===== config.mk =====
export PLATFORM = sky130hd
export DESIGN_NAME = id_stage_pipe
export DESIGN_NICKNAME = d
export VERILOG_FILES = /design/src/rtl/id_stage_pipe.sv
export SDC_FILE = /design/constraint.sdc
export NUM_CORES = 1
export LEC_CHECK = 0
export CAP_MARGIN = 40
export CORE_UTILIZATION = 32
export CTS_CLUSTER_DIAMETER = 150
export CTS_CLUSTER_SIZE = 14
export DETAILED_ROUTE_END_ITERATION = 16
export PLACE_DENSITY = 0.68
export SLEW_MARGIN = 5
export SYNTH_ARGS = -nofsm -noshare
export SYNTH_HDL_FRONTEND = slang
export SYNTH_SLANG_ARGS = --single-unit

===== constraint.sdc =====
create_clock -name clk -period 8.8 [get_ports clk]
set_input_delay 2.64 -clock clk [delete_from_list [all_inputs] [get_ports clk]]
set_output_delay 2.64 -clock clk [all_outputs]
set_load 0.02 [all_outputs]

===== src/rtl/id_stage_pipe.sv =====
// Instruction-decode stage: decode, regfile read with N-channel forwarding, load-use
// hazard detection, BEZ resolution, post-branch squash and a registered ID/EX bundle.
// Optional illegal-opcode trap (illegal_op / illegal_cnt) is built with `define ILLEGAL_TRAP_EN.
module id_stage_pipe #(
  parameter int DATA_W     = 16,
  parameter int FWD_CH     = 2,
  parameter int SQUASH_CYC = 1
) (
  input  logic                     clk,
  input  logic                     rst,
  input  logic                     instr_valid,
  input  logic [15:0]              instruction,
  input  logic                     stall_in,
  output logic [2:0]               reg_read_addr_1,
  output logic [2:0]               reg_read_addr_2,
  input  logic [DATA_W-1:0]        reg_read_data_1,
  input  logic [DATA_W-1:0]        reg_read_data_2,
  input  logic [FWD_CH-1:0]        fw_valid,
  input  logic [3*FWD_CH-1:0]      fw_addr,
  input  logic [DATA_W*FWD_CH-1:0] fw_data,
  input  logic                     ex_load_valid,
  input  logic [2:0]               ex_load_dst,
  output logic                     stall_out,
  output logic                     branch_taken,
  output logic [5:0]               branch_offset_imm,
  output logic [3*DATA_W+8:0]      pipeline_reg_output
`ifdef ILLEGAL_TRAP_EN
  ,
  output logic                     illegal_op,
  output logic [7:0]               illegal_cnt
`endif
);

  localparam logic [3:0] OP_ADDI  = 4'd9;
  localparam logic [3:0] OP_LOAD  = 4'd10;
  localparam logic [3:0] OP_STORE = 4'd11;
  localparam logic [3:0] OP_BEZ   = 4'd12;
  localparam logic [1:0] SQ_LOAD  = 2'(SQUASH_CYC);

  // ID/EX bundle, MSB first; alu_op is 0 for every non-ALU opcode.
  typedef struct packed {
    logic [2:0]        alu_op;
    logic [DATA_W-1:0] opa;
    logic [DATA_W-1:0] opb;
    logic              is_store;
    logic [DATA_W-1:0] store_data;
    logic              wb_en;
    logic [2:0]        wb_addr;
    logic              alu_sel;
  } id_ex_t;

  logic [3:0]        opcode;
  logic [2:0]        rd, rs2, rs1;
  logic [5:0]        imm;
  logic [DATA_W-1:0] imm_sext;
  logic              is_alu, is_mem_imm, is_store, is_bez;
  logic              uses_rs1, uses_rs2, uses_rd;
  logic              load_hit, hazard, squash_active;
  logic [DATA_W-1:0] op1, op2;
  logic [1:0]        squash_cnt;
  id_ex_t            decoded, pipe_q;

  assign opcode   = instruction[15:12];
  assign rd       = instruction[11:9];
  assign rs2      = instruction[8:6];
  assign rs1      = instruction[5:3];
  assign imm      = instruction[5:0];
  assign imm_sext = {{(DATA_W-6){imm[5]}}, imm};

  assign is_alu     = (opcode >= 4'd1) && (opcode <= 4'd8);
  assign is_mem_imm = (opcode == OP_ADDI) || (opcode == OP_LOAD) || (opcode == OP_STORE);
  assign is_store   = (opcode == OP_STORE);
  assign is_bez     = (opcode == OP_BEZ);

  assign reg_read_addr_1   = is_store ? rd : rs1;
  assign reg_read_addr_2   = rs2;
  assign branch_offset_imm = imm;

  // Walk channels from highest index down so the lowest matching index wins.
  always_comb begin
    // NOTE: every combinational output gets a default first so no path can infer a latch.
    op1 = reg_read_data_1;
    op2 = reg_read_data_2;
    for (int i = FWD_CH - 1; i >= 0; i--) begin
      if (fw_valid[i] && (fw_addr[3*i +: 3] == reg_read_addr_1)) op1 = fw_data[DATA_W*i +: DATA_W];
      if (fw_valid[i] && (fw_addr[3*i +: 3] == reg_read_addr_2)) op2 = fw_data[DATA_W*i +: DATA_W];
    end
    if (reg_read_addr_1 == 3'd0) op1 = '0;
    if (reg_read_addr_2 == 3'd0) op2 = '0;
  end

  // Only sources the opcode really consumes can cause a load-use stall.
  assign uses_rs1 = is_alu;
  assign uses_rs2 = is_alu || (opcode == OP_ADDI) || is_store || is_bez;
  assign uses_rd  = is_store;
  assign load_hit = ex_load_valid && (ex_load_dst != 3'd0) &&
                    ((uses_rs1 && (ex_load_dst == rs1)) ||
                     (uses_rs2 && (ex_load_dst == rs2)) ||
                     (uses_rd  && (ex_load_dst == rd)));

  assign squash_active = (squash_cnt != 2'd0);
  assign hazard        = instr_valid && load_hit && !squash_active;
  assign stall_out     = rst && (stall_in || hazard);
  assign branch_taken  = rst && !stall_in && instr_valid && !squash_active && !hazard &&
                         is_bez && (op2 == '0);

  // NOP, BEZ and illegal opcodes all decode to the all-zero bubble.
  always_comb begin
    decoded = '0;
    if (is_alu || is_mem_imm) begin
      decoded.alu_op     = is_alu ? 3'(opcode - 4'd1) : 3'd0;
      decoded.opa        = is_mem_imm ? op2 : op1;
      decoded.opb        = is_mem_imm ? imm_sext : op2;
      decoded.is_store   = is_store;
      decoded.store_data = op1;
      decoded.wb_en      = !is_store;
      decoded.wb_addr    = is_store ? 3'd0 : rd;
      decoded.alu_sel    = is_alu || (opcode == OP_ADDI);
    end
  end

  always_ff @(posedge clk) begin
    // NOTE: state registers use non-blocking assignments so every flop samples pre-edge values.
    if (!rst) begin
      pipe_q     <= '0;
      squash_cnt <= '0;
    end else if (!stall_in) begin
      if (squash_active || !instr_valid || hazard) pipe_q <= '0;
      else                                         pipe_q <= decoded;
      if (branch_taken)       squash_cnt <= SQ_LOAD;
      else if (squash_active) squash_cnt <= squash_cnt - 2'd1;
    end
  end

  assign pipeline_reg_output = pipe_q;

`ifdef ILLEGAL_TRAP_EN
  logic illegal_event;

  assign illegal_event = rst && !stall_in && instr_valid && !squash_active && (opcode >= 4'd13);

  always_ff @(posedge clk) begin
    if (!rst) begin
      illegal_op  <= 1'b0;
      illegal_cnt <= 8'd0;
    end else if (illegal_event) begin
      illegal_op <= 1'b1;
      if (illegal_cnt != 8'hFF) illegal_cnt <= illegal_cnt + 8'd1;
    end
  end
`endif

endmodule


* Word level (Yosys, flattened, before mapping)
Cells that the tools add are included.
** Word-level totals
- Bits in registers :: 59
** Operators by class
- $add $sub $neg :: 2
- $lt $le $gt $ge :: 2
- Equality and inequality tests :: 11
- Mux-type cells :: 15
- Bitwise operators :: 1
- Reduce and logical (&&, ||, !) cells :: 42
** Operator list (number)
- $mux 16 :: 8
- $mux 57 :: 2
- $eq 3x3->1 :: 7
- $logic_and 1x1->1 :: 19
- $eq 4x4->1 const B :: 4
- $logic_not 16->1 :: 1
- $logic_or 1x1->1 :: 11
- $mux 3 :: 3
- $logic_not 3->1 :: 2
- $logic_not 1->1 :: 5
- $ge 4x1->1 const B :: 1
- $le 4x4->1 const B :: 1
- $mux 2 :: 2
- $reduce_bool 2->1 :: 2
- $reduce_bool 3->1 :: 1
- $sub 3x1->3 const B :: 1
- $reduce_and 2->1 :: 1
- $sub 2x1->2 const B :: 1
- $not 1->1 :: 1

* Logic depth before layout (Yosys ltp)
- Word-level depth :: 17
- Gate-level depth with buffers :: 11
- Depth with buffers taken out :: 10

* Worst setup path before layout
Ideal clock, no wire load.
- Path kind :: input to output
- From :: input port instruction[12]
- To :: output port branch_taken
- Arrival :: 4.632 ns
- Required time :: 6.160 ns
- Path slack :: 1.528 ns
- Cell stages on the path :: 8
- Path through :: inv_1 > ha_1 > or4b_4 > a21boi_4 > a211oi_2 > o21ba_2 > nand4_1 > nor3_1
** Between the ends
- Word-level cells in the longest chain between the ends :: 15
- Elaborated cells on any way between the ends :: 21
- Those cells by class :: 2 x order compare; 3 x eq/ne; 16 x reduce/logical
** Ends and longest elaborated chain
- from (decl) :: line 12 : input logic [15:0] instruction,
- $ge 4x1->1 / $le 4x4->1 (equally long branches) :: line 70 : assign is_alu = (opcode >= 4'd1) && (opcode <= 4'd8);
- $logic_and 1x1->1 :: line 70
- $logic_or 1x1->1 (3 in a row) :: line 94 : assign uses_rs2 = is_alu || (opcode == OP_ADDI) || is_store || is_bez;
- $logic_and 1x1->1 :: line 98 : (uses_rs2 && (ex_load_dst == rs2)) ||
- $logic_or 1x1->1 :: line 97 : ((uses_rs1 && (ex_load_dst == rs1)) ||
- $logic_or 1x1->1 :: line 98
- $logic_and 1x1->1 :: line 96 : assign load_hit = ex_load_valid && (ex_load_dst != 3'd0) &&
- $logic_and 1x1->1 (2 in a row) :: line 102 : assign hazard = instr_valid && load_hit && !squash_active;
- $logic_not 1->1 :: line 104 : assign branch_taken = rst && !stall_in && instr_valid && !squash_active && !hazard &&
- $logic_and 1x1->1 :: line 104
- $logic_and 1x1->1 * :: line 104
- $logic_and 1x1->1 * :: line 105 : is_bez && (op2 == '0);
- to (decl) :: line 24 : output logic branch_taken,
Mark *: on every way between the ends. The rest lies on a longest branch, timed or not.

* Final worst setup path
Ends and elaborated chain as after synthesis.

==> results.toml <==
[clock_tree]
ctsHtreeMaxLevel = 3
cts_hold_repair.buffers = 0
tritoncts_num_sinks = 59
clk_latency_ns = 0.34
tritoncts.num_buffers = 9
clock_tree.root_cell = "clkbuf_16"
postCtsResizedCells = 0
clock_tree.buffer_depth = 2
cts.repair_timing.setup_buffer_count = 0
cts.clk_slew.worst_paths_ns = 0.06
tritoncts = "done"

[setup_path]
timing.critical_path.from_type = "primary input"
worstSetupEndpointType = "primary output"
timing_worst_setup_path_type = "primary input to primary output"
path_max_fanout = 6
worst_ep_arrival_time_ns = 5.78
worst-endpoint-required_ns = 6.16

[die]
die_y_um = 111
die_w_um = 111
num_io_pins = 167
fp-row-count = 39
floorplan_core_area_mm2 = 0.0115
initial_core_util = 0.331
die_area_mm2 = 0.0123

[global_routing]
top_usage_layer = "met2"
grt.met1_usage = 0.275
grt_util_all_layers = 0.236
overflow = 0
first_pass_grt_wire_length_um = 22800
groute.layer.met3.usage = 0.0667
global_routing_usage_on_met2 = 0.419
grt_max_degree = 49
vias_in_the_first_global_route = 4244
antenna_violations_before_repair = 0

[final_layout]
sequential_standard_cell_area_mm2 = 0.00118
n_antenna_cell = 0
final_nets = 739
num-fill-cells = 1081
post_route_cells_drive_above_1_share = 0.0824
area_delta_synth_final_pct = 54.1
final_cell_count_no_fill = 786
multi_input_comb_area_mm2 = 0.00235

[yosys]
ys_ff_latch = 59
post_synthesis_cell_type_count = 54
fraction_of_synthesis_flops_using_an_asynchronous_set_or_reset_pin = 0
synth_edf_count = 0
synth-seq-area-share = 0.312
synth_top_cell_by_area = "dfxtp_1"
synth_common_cells = "98 x nand2_1, 59 x dfxtp_1, 54 x o21ai_0, 28 x nor2_1, 25 x clkbuf_1"
synth_fp_nets = 590
netlist.area_leader.share = 0.312
synth_flop_cell = "dfxtp_1"
top_count_cell_post_synth = "nand2_1"
synth_top_cells_by_area = "dfxtp_1 31%, nand2_1 9.7%, o21ai_0 7.1%"
synth.yosys.warnings = 0
mappedNetlistArea_mm2 = 0.00379
synthesized_area_divided_by_synthesized_cell_count_um2 = 7.75
synth_cells = 489

[timing]
period_needed_ns = 8.42
grt_setup_unrepaired = "no"
max_slew_margin = 0.522
timing.final.hold_violations = 0
slew_violations = 0
fmax_mhz = 119
final.setup.tns_ns = 0
tightestPinTransition_ns = 0.714
fin_crit_sh = 0.957
setup_viol = 0
fin_skew_ns = 0.00468

[pwr]
p_int_mw = 0.633
p_comb_frac = 0.293
cell_area_power_density_mw_per_mm2 = 160
power.net_switching_mw = 0.302
power.share.clock = 0.390
power.share.switching = 0.323
seqPwrFrac = 0.316
p_leak_nw = 2.08
worst_ir_drop_vdd_uv = 86.9

[routing]
drcViolationCount = 0
total_via_count_in_the_routed_design = 4238
drt_first_pass_iters = 5
wl_per_cell_um = 18.3
wirelength_um = 14400
via_per_inst = 5.39
postRouteAntennaNets = 0
first_iter_violations = 281

[placed_design]
place_congestion = 0.902
port_buffers = 166
numPlacedInstances = 770
hpwlAfterDp_um = 11100

[flow_run]
maxCapViolCount = 0

[hold_path]
holdCritPathClass = "flip-flop to flip-flop"

[run_status]
run_status = "completed"
-- worst max-delay path, cell delays in order --
cell and delay (ns):
clkdlybuf4s50_1 0.47, inv_1 0.12, ha_1 0.25, or4b_4 0.51, a21boi_4 0.18, a211oi_2 0.21, o21ba_2 0.24, nand4_1 0.13
nor3_1 0.36, clkdlybuf4s50_1 0.67
-- routing by layer --
metal / share of wire / routed length, um
met1: 0.43 / 6140
met2: 0.49 / 7050
met3: 0.068 / 974
met4: 0.018 / 258
met5: 0 / 0
-- per-stage QoR --
| stage | util | worst slack [ns] | instance area (um2) | power [mW] | hold WS [ns] |
|---|---|---|---|---|---|
| final | 0.509 | 0.381 | 5840 | 0.934 | 0.451 |
| after global routing | 0.509 | 0.252 | 5840 | 0.977 | 0.469 |
| after CTS | 0.509 | 0.378 | 5840 | 0.940 | 0.454 |
| after detailed placement | 0.483 | 0.376 | 5540 | 0.574 | 0.444 |
| after global placement | 0.479 | 0.475 | 5500 | 0.566 | 0.438 |
| after floorplan | - | 1.53 | 3790 | 0.445 | 0.453 |
-- final timing paths --
check | cells past startpoint | startpoint | slack, ns | end
setup / recovery | 10 | instruction[12] | 0.38 | branch_taken
hold / removal | 2 | pipeline_reg_output[18] | 0.45 | pipeline_reg_output[18]
hold reg to reg | 2 | pipeline_reg_output[18] | 0.45 | pipeline_reg_output[18]
setup reg to reg | 10 | squash_cnt[0] | 6.24 | pipeline_reg_output[29]
-- area by class of cell --
cell class	instances	area share
timing repair buffer	181	0.306
inverter	10	0.00643
sequential	59	0.202
tap	143	0.0306
multi-input combinational	377	0.403
clock buffer	9	0.0386
clock inverter	7	0.0131
-- power by group through the flow --
stage	Combinational, mW	Sequential [mW]	Clock, mW
3_5_place_dp	0.273	0.301	0
3_3_place_gp	0.266	0.300	0
4_1_cts	0.275	0.295	0.369
5_1_grt	0.296	0.297	0.384
2_1_floorplan	0.128	0.317	0
6_report	0.274	0.296	0.365
-- sequential cells by signal, summed over array words and instances, names as in the netlist --
name                 cells
pipeline_reg_output     57
squash_cnt               2
-- cells in the final DEF, fill, tap and decap left out, types with 2 or more instances in the layout --
master           netlist  final
a21boi_0              12     12
a21oi_1               24     24
a221oi_1               6      6
a221oi_2              10     10
a22oi_1                6      6
a31oi_1               13     13
a32oi_1                5      5
buf_4                 10     12
buf_8                  0      2
clkbuf_16              0      9
clkdlybuf4s50_1        0    166
clkinvlp_4             0      2
dfxtp_1               59     59
ha_1                   5      5
inv_1                  9      9
inv_6                  0      2
mux2i_1               16     16
mux2i_2                3      3
nand2_1               98     98
nand3_1                6      6
nand4_1                5      5
nor2_1                28     28
nor3_1                10     10
nor4_1                 3      3
o211ai_1              16     16
o21a_1                 4      4
o21ai_0               54     54
o21ai_1                8      7
or3_1                  2      2
xnor2_1                9      9
xor2_1                12     12
-- cell families (layout without fill, tap and decap cells) --
| logic type | Yosys count | after routing | share of synthesized area |
|---|---|---|---|
| xor+xnor | 21 | 21 | 0.0485 |
| buf+inv | 53 | 207 | 0.0706 |
| flops | 59 | 59 | 0.312 |
| fa+ha+maj | 5 | 5 | 0.0165 |
| mux | 19 | 19 | 0.0531 |
| compound gates | 171 | 171 | 0.313 |
| simple gates | 161 | 161 | 0.186 |
Power figures use the tool's default switching activity.
